[src/rtl/fifo_uart_tx.sv]
// rtl/fifo_uart_tx.sv - FIFO-draining UART transmitter
module fifo_uart_tx #(
  parameter int WIDTH        = 8,
  parameter int CLKS_PER_BIT = 16,
  parameter int PARITY_EN    = 0,
  parameter int PARITY_ODD   = 0,
  parameter int STOP_BITS    = 1
) (
  input  logic             clk,
  input  logic             reset,
  input  logic             en,
  input  logic             fifo_empty,
  input  logic [WIDTH-1:0] fifo_data,
  output logic             fifo_rd,
  output logic             tx,
  output logic             busy,
  output logic             frame_done
);

  localparam int BW = (CLKS_PER_BIT > 1) ? $clog2(CLKS_PER_BIT) : 1;
  localparam int CW = (WIDTH > 1) ? $clog2(WIDTH) : 1;

  localparam logic [BW-1:0] BAUD_LAST = BW'(CLKS_PER_BIT - 1);
  // frame_done is registered, so it is raised one cycle before the last stop cycle
  localparam logic [BW-1:0] BAUD_PRE  = BW'(CLKS_PER_BIT - 2);
  localparam logic [CW-1:0] BIT_LAST  = CW'(WIDTH - 1);
  localparam logic          STOP_LAST = (STOP_BITS == 2) ? 1'b1 : 1'b0;
  localparam logic          ODD       = (PARITY_ODD != 0) ? 1'b1 : 1'b0;

  typedef enum logic [2:0] {
    IDLE,
    FETCH,
    LOAD,
    START,
    DATA,
    PARITY,
    STOP
  } state_t;

  state_t           state_q;
  logic [BW-1:0]    baud_q;
  logic [CW-1:0]    bit_q;
  logic             stop_q;
  logic [WIDTH-1:0] shift_q;
  logic [WIDTH-1:0] shift_d;
  logic             parity_q;
  logic             tx_q;
  logic             rd_q;
  logic             busy_q;
  logic             done_q;
  logic             baud_last;

  // Next shift-register value at a data bit boundary and end-of-bit flag
  always_comb begin
    shift_d   = shift_q >> 1;
    baud_last = (baud_q == BAUD_LAST);
  end

  // Transmit FSM: every output is updated here so none has a combinational input path
  always_ff @(posedge clk) begin
    if (reset) begin
      state_q  <= IDLE;
      baud_q   <= '0;
      bit_q    <= '0;
      stop_q   <= 1'b0;
      shift_q  <= '0;
      parity_q <= 1'b0;
      tx_q     <= 1'b1;
      rd_q     <= 1'b0;
      busy_q   <= 1'b0;
      done_q   <= 1'b0;
    end else begin
      rd_q   <= 1'b0;
      done_q <= 1'b0;
      case (state_q)
        IDLE: begin
          tx_q   <= 1'b1;
          baud_q <= '0;
          if (en && !fifo_empty) begin
            state_q <= FETCH;
            rd_q    <= 1'b1;
            busy_q  <= 1'b1;
          end
        end
        FETCH: begin
          state_q <= LOAD;
        end
        LOAD: begin
          shift_q  <= fifo_data;
          parity_q <= (^fifo_data) ^ ODD;
          tx_q     <= 1'b0;
          baud_q   <= '0;
          state_q  <= START;
        end
        START: begin
          if (baud_last) begin
            baud_q  <= '0;
            bit_q   <= '0;
            tx_q    <= shift_q[0];
            state_q <= DATA;
          end else begin
            baud_q <= baud_q + 1'b1;
          end
        end
        DATA: begin
          if (baud_last) begin
            baud_q <= '0;
            if (bit_q == BIT_LAST) begin
              if (PARITY_EN != 0) begin
                tx_q    <= parity_q;
                state_q <= PARITY;
              end else begin
                tx_q    <= 1'b1;
                stop_q  <= 1'b0;
                state_q <= STOP;
              end
            end else begin
              shift_q <= shift_d;
              tx_q    <= shift_d[0];
              bit_q   <= bit_q + 1'b1;
            end
          end else begin
            baud_q <= baud_q + 1'b1;
          end
        end
        PARITY: begin
          if (baud_last) begin
            baud_q  <= '0;
            tx_q    <= 1'b1;
            stop_q  <= 1'b0;
            state_q <= STOP;
          end else begin
            baud_q <= baud_q + 1'b1;
          end
        end
        STOP: begin
          tx_q <= 1'b1;
          if (stop_q == STOP_LAST && baud_q == BAUD_PRE) begin
            done_q <= 1'b1;
          end
          if (baud_last) begin
            baud_q <= '0;
            if (stop_q == STOP_LAST) begin
              busy_q  <= 1'b0;
              state_q <= IDLE;
            end else begin
              stop_q <= 1'b1;
            end
          end else begin
            baud_q <= baud_q + 1'b1;
          end
        end
        default: begin
          state_q <= IDLE;
          tx_q    <= 1'b1;
          busy_q  <= 1'b0;
        end
      endcase
    end
  end

  assign fifo_rd    = rd_q;
  assign tx         = tx_q;
  assign busy       = busy_q;
  assign frame_done = done_q;

endmodule
[config.mk]
export PLATFORM = sky130hd
export DESIGN_NAME = fifo_uart_tx
export DESIGN_NICKNAME = d
export VERILOG_FILES = /design/src/rtl/fifo_uart_tx.sv
export SDC_FILE = /design/constraint.sdc
export NUM_CORES = 1
export LEC_CHECK = 0
export CORE_MARGIN = 2
export CORE_UTILIZATION = 50
export DETAILED_ROUTE_END_ITERATION = 7
export GPL_TIMING_DRIVEN = 0
export PLACE_DENSITY_LB_ADDON = 0.05
export SYNTH_ARGS = -nofsm -noshare
export SYNTH_HDL_FRONTEND = slang
export SYNTH_SLANG_ARGS = --single-unit
[constraint.sdc]
create_clock -name clk -period 4.2 [get_ports clk]
set_input_delay 0.84 -clock clk [delete_from_list [all_inputs] [get_ports clk]]
set_output_delay 0.84 -clock clk [all_outputs]
set_load 0.03 [all_outputs]
==> out/results.env <==
SETUP_VIOL=0
CRITICAL-PATH-TOP-DELAY-FAMILY='buffers and inverters'
DETAILED_PLACE.AREA_UM2=1430
INITIAL_CORE_UTIL_PCT=51.4
DRT-WIRELENGTH-PER-CELL_UM=13.6
FLOORPLAN.DIE.WIDTH_UM=54.0
SYNTH.LARGEST_AREA_CELL='dfxtp_1'
CLOCK_PATH_BUFFERS=2
POST_ROUTE_CELLS_DRIVE_ABOVE_1_SHARE_PCT=11.1
CTS-HOLD-FIX-BUFFERS=0
CRIT_START='busy$_SDFFE_PP0P_'
CTS_ROOT_BUF='clkbuf_4'
DESIGN.PORTCOUNT=16
CRITICAL-PATH-SLOWEST-CELL='clkdlybuf4s50_1'
FP.COREAREA_UM2=2430
CRITPATHKIND='reg2out'
ROUTABILITYCONGESTION=0.831
SYNTH_CELL_TYPE_COUNT=37
CLOCK.FMAX_MHz=460
RR_ENDPOINT='shift_q[4]$_SDFFE_PP0P_'
N_ANTENNA_CELL=0
SYNTH.TOP_CELLS.BY_AREA='dfxtp_1 (35%), mux2i_1 (8.0%), a21oi_1 (6.0%), nand2_1 (4.5%), ha_1 (4.0%)'
TIMING.FINAL.CRIT_SHARE_PCT=51.8
FINAL_ANTENNA_NET_COUNT=0
DRCVIOLATIONCOUNT=0
CORE.ROWCOUNT=18
WORSTSETUPENDPOINTTYPE='output pin'
WARNINGS_SYNTHESIS=0
LAYOUT_COMMON_CELLS='dfxtp_1 (22), nand2_1 (15), a21oi_1 (15), clkdlybuf4s50_1 (14), nor2_1 (11)'
MULTIINPUTGATEAREA_UM2=717
FIRST_GLOBAL_VIAS=955
WORST_EP_REQUIRED_TIME_NS=3.36
SYNTH.AVG_CELL_AREA_UM2=8.69
SYNTH.YOSYS.SEQ_AREA_SHARE_PCT=35.2
HOLD_SLACK_NS=0.472
NUMBER_OF_INPUT_AND_OUTPUT_PORT_BUFFERS_INSERTED=14
PWR_DENSITY_CELL_nW_PER_UM2=328
CLK_TRANSITION_REPORTED_PATHS_NS=0.13
CHIPHEIGHT_UM=54.0
WORST-SLEW-PIN-TRANSITION_NS=0.561
CLOCK_LATENCY_ON_THE_WORST_SKEW_PAIR_NS=0.31
HOLD_VIOLATIONS=0
NUMBER_OF_SYNTHESIZED_REGISTER_BITS=22
CELL_DEPTH_OF_THE_WORST_FLOP_TO_FLOP_PATH=6
SUM_OF_BUFFERS_AND_INVERTERS_ON_THE_CRITICAL_PATH=1
CRITICAL_PATH.CELL_CHAIN='clkdlybuf4s50_1'
FILLCELLCOUNT=216
DRT_ITER0_DRC=48
INITIAL_ANTENNA_VIOLATION_COUNT=0
SETUP-TNS-FINAL_NS=0
CPPEAKSTAGEDELAY_NS=0.67
TRITONCTS='yes'
SETUP.WORST_PATH.END='busy'
RRSETUPSLACK_NS=2.28
REGTOREGSTARTPOINT='baud_q[0]$_SDFFE_PP0P_'
GRT_START_MAX_NET_PINS=13
SETUP.WORST_PATH.START_CLASS='flip-flop'
CRIT_PATH_MAX_FANOUT=2
GLOBAL_ROUTE.USAGE.TOTAL_PCT=19.8
SYN_NETS=160
WORSTPATHARRIVAL_NS=1.33
HP-CLASS='reg2reg'
FINALCRITICALPERIOD_NS=2.17
ROUTED_WIRELENGTH_UM=2600
POST_CTS_BUFFERS=0
DIE_AR_UM2=2920
IR_WORST_VDD_mV=0.227
CTS.SINK_COUNT=22
GRT_REMAINING_OVERFLOW=0
PORTION_OF_SYNTHESIZED_CELL_AREA_OCCUPIED_BY_THE_LEADING_CELL_TYPE_PCT=35.2
SEQUENTIAL_CELL_AREA_UM2=440
STATIC-LEAKAGE-POWER_nW=0.560
POST_SYNTH_INST_COUNT=144
UNREPAIRED_SETUP_ENDPOINTS_AFTER_GLOBAL_ROUTING='no'
GROWTH_OF_DESIGN_AREA_FROM_SYNTHESIS_TO_FINISH_PCT=17.1
MAPPEDNETLISTAREA_UM2=1250
GRT_PASS1_WL_UM=4180
VIA_COUNT=1121
CP.DEPTH=1
SLEW_VIOL_FINAL=0
TIMING.MAX_SLEW.REL_SLACK_PCT=62.1
VIA_DENSITY_PER_INSTANCE=5.84
FINALNETCOUNT=179
RUN_STATUS='completed'
FINAL_DESIGN_AREA_NO_FILL_UM2=1470
FIN_SKEW_NS=0.00806
MAX_CAP_VIOL_COUNT=0
NUMBER_OF_INSTANCES_IN_THE_PLACED_DESIGN=188
DR.PASS1.ITERS=5
HTREEDEPTH=1
DETAILED_PLACE_HPWL_UM=1900
MOSTFREQUENTLAYOUTCELL='dfxtp_1'
TRITONCTS.NUM_BUFFERS=3
CTSRESIZECOUNT=0
FINAL_NON_FILLER_CELL_TOTAL=192
## Yosys cell counts
| library cell | instances |
|---|---|
| ha_1 | 4 |
| a2111oi_0 | 1 |
| o21ai_0 | 8 |
| nor3_1 | 4 |
| o311ai_0 | 1 |
| buf_6 | 3 |
| and3_1 | 1 |
| clkbuf_1 | 6 |
| nand3b_1 | 1 |
| a2bb2oi_1 | 2 |
| mux2i_1 | 10 |
| or3_1 | 1 |
| a21o_1 | 1 |
| o211ai_1 | 1 |
| nand2b_1 | 3 |
| a311oi_1 | 4 |
| a31o_2 | 1 |
| a32o_1 | 3 |
| buf_2 | 3 |
| a21oi_1 | 15 |
| inv_1 | 4 |
| o31ai_1 | 1 |
| a311oi_2 | 3 |
| nand3_2 | 1 |
| xnor2_1 | 1 |
| dfxtp_1 | 22 |
| nor2b_1 | 2 |
| nand2_1 | 15 |
| o2bb2ai_1 | 1 |
| a31oi_1 | 1 |
| buf_4 | 1 |
| nor4b_1 | 1 |
| nor2_1 | 11 |
| nand2b_4 | 1 |
| o31ai_4 | 1 |
| nand3_1 | 4 |
| a211o_1 | 1 |
## logic make-up after synthesis
| group | count (synthesis) | synth area share [%] |
|---|---|---|
| AO/OA/AOI/OAI | 45 | 26.9 |
| adder cells (fa/ha/maj) | 4 | 4.00 |
| multiplexers | 10 | 8.00 |
| flip-flops | 22 | 35.2 |
| XOR/XNOR | 1 | 0.700 |
| buffers and inverters | 17 | 7.50 |
| AND/OR/NAND/NOR | 45 | 17.7 |
## layer usage
layer / vias to the layer above / GRT usage, % / wire length [um]
li1: 560 / - / -
met1: 506 / 26.1 / 1210
met2: 47 / 31.9 / 1150
met3: 8 / 3.33 / 190
met4: 0 / 8.33 / 51
met5: - / 0 / 0
## area by class of cell
type,count,share of cell area [%]
Buffer,13,5.38
Clock buffer,4,2.48
Inverter,4,1.02
Multi-Input combinational cell,105,48.9
Sequential cell,22,30.1
Tap cell,30,2.56
Timing Repair Buffer,14,9.56
## worst min-delay path by stage
stage / from / endpoint / slack (ns) / cells after the start
after detailed placement: bit_q[1]$_SDFFE_PP0P_ / bit_q[1]$_SDFFE_PP0P_ / 0.46 / 2
after CTS: bit_q[1]$_SDFFE_PP0P_ / bit_q[1]$_SDFFE_PP0P_ / 0.48 / 2
final: bit_q[1]$_SDFFE_PP0P_ / bit_q[1]$_SDFFE_PP0P_ / 0.47 / 2
after floorplan: bit_q[1]$_SDFFE_PP0P_ / bit_q[1]$_SDFFE_PP0P_ / 0.44 / 2
after global routing: bit_q[1]$_SDFFE_PP0P_ / bit_q[1]$_SDFFE_PP0P_ / 0.49 / 2
after global placement: bit_q[1]$_SDFFE_PP0P_ / bit_q[1]$_SDFFE_PP0P_ / 0.45 / 2
## power by group
| group | switching, mW | internal, mW | total (mW) |
|---|---|---|---|
| clock network | 0.0663 | 0.0530 | 0.119 |
| logic | 0.0689 | 0.0557 | 0.125 |
| registers | 0.0104 | 0.226 | 0.236 |
| total | 0.146 | 0.334 | 0.480 |
## through the flow
step	utilization [%]	worst slack, ns	power (mW)
after floorplan	-	2.54	0.329
after global routing	60.2	1.98	0.502
after CTS	60.2	2.03	0.482
after detailed placement	58.7	2.29	0.364
final	60.2	2.03	0.480
after global placement	58.7	2.31	0.362
## flip-flops by register name, summed over array words and instances, names as in the netlist
register,count
shift_q,8
baud_q,4
bit_q,3
state_q,3
busy,1
fifo_rd,1
frame_done,1
tx,1
## worst register-to-register path, cell delays in order, from the launching register on
cell and delay [ns]:
dfxtp_1 0.44, ha_1 0.29, nand3_2 0.19, o31ai_4 0.40, buf_6 0.20, a21oi_1 0.08, a311oi_2 0.24
(Power assumes the default switching activity.)
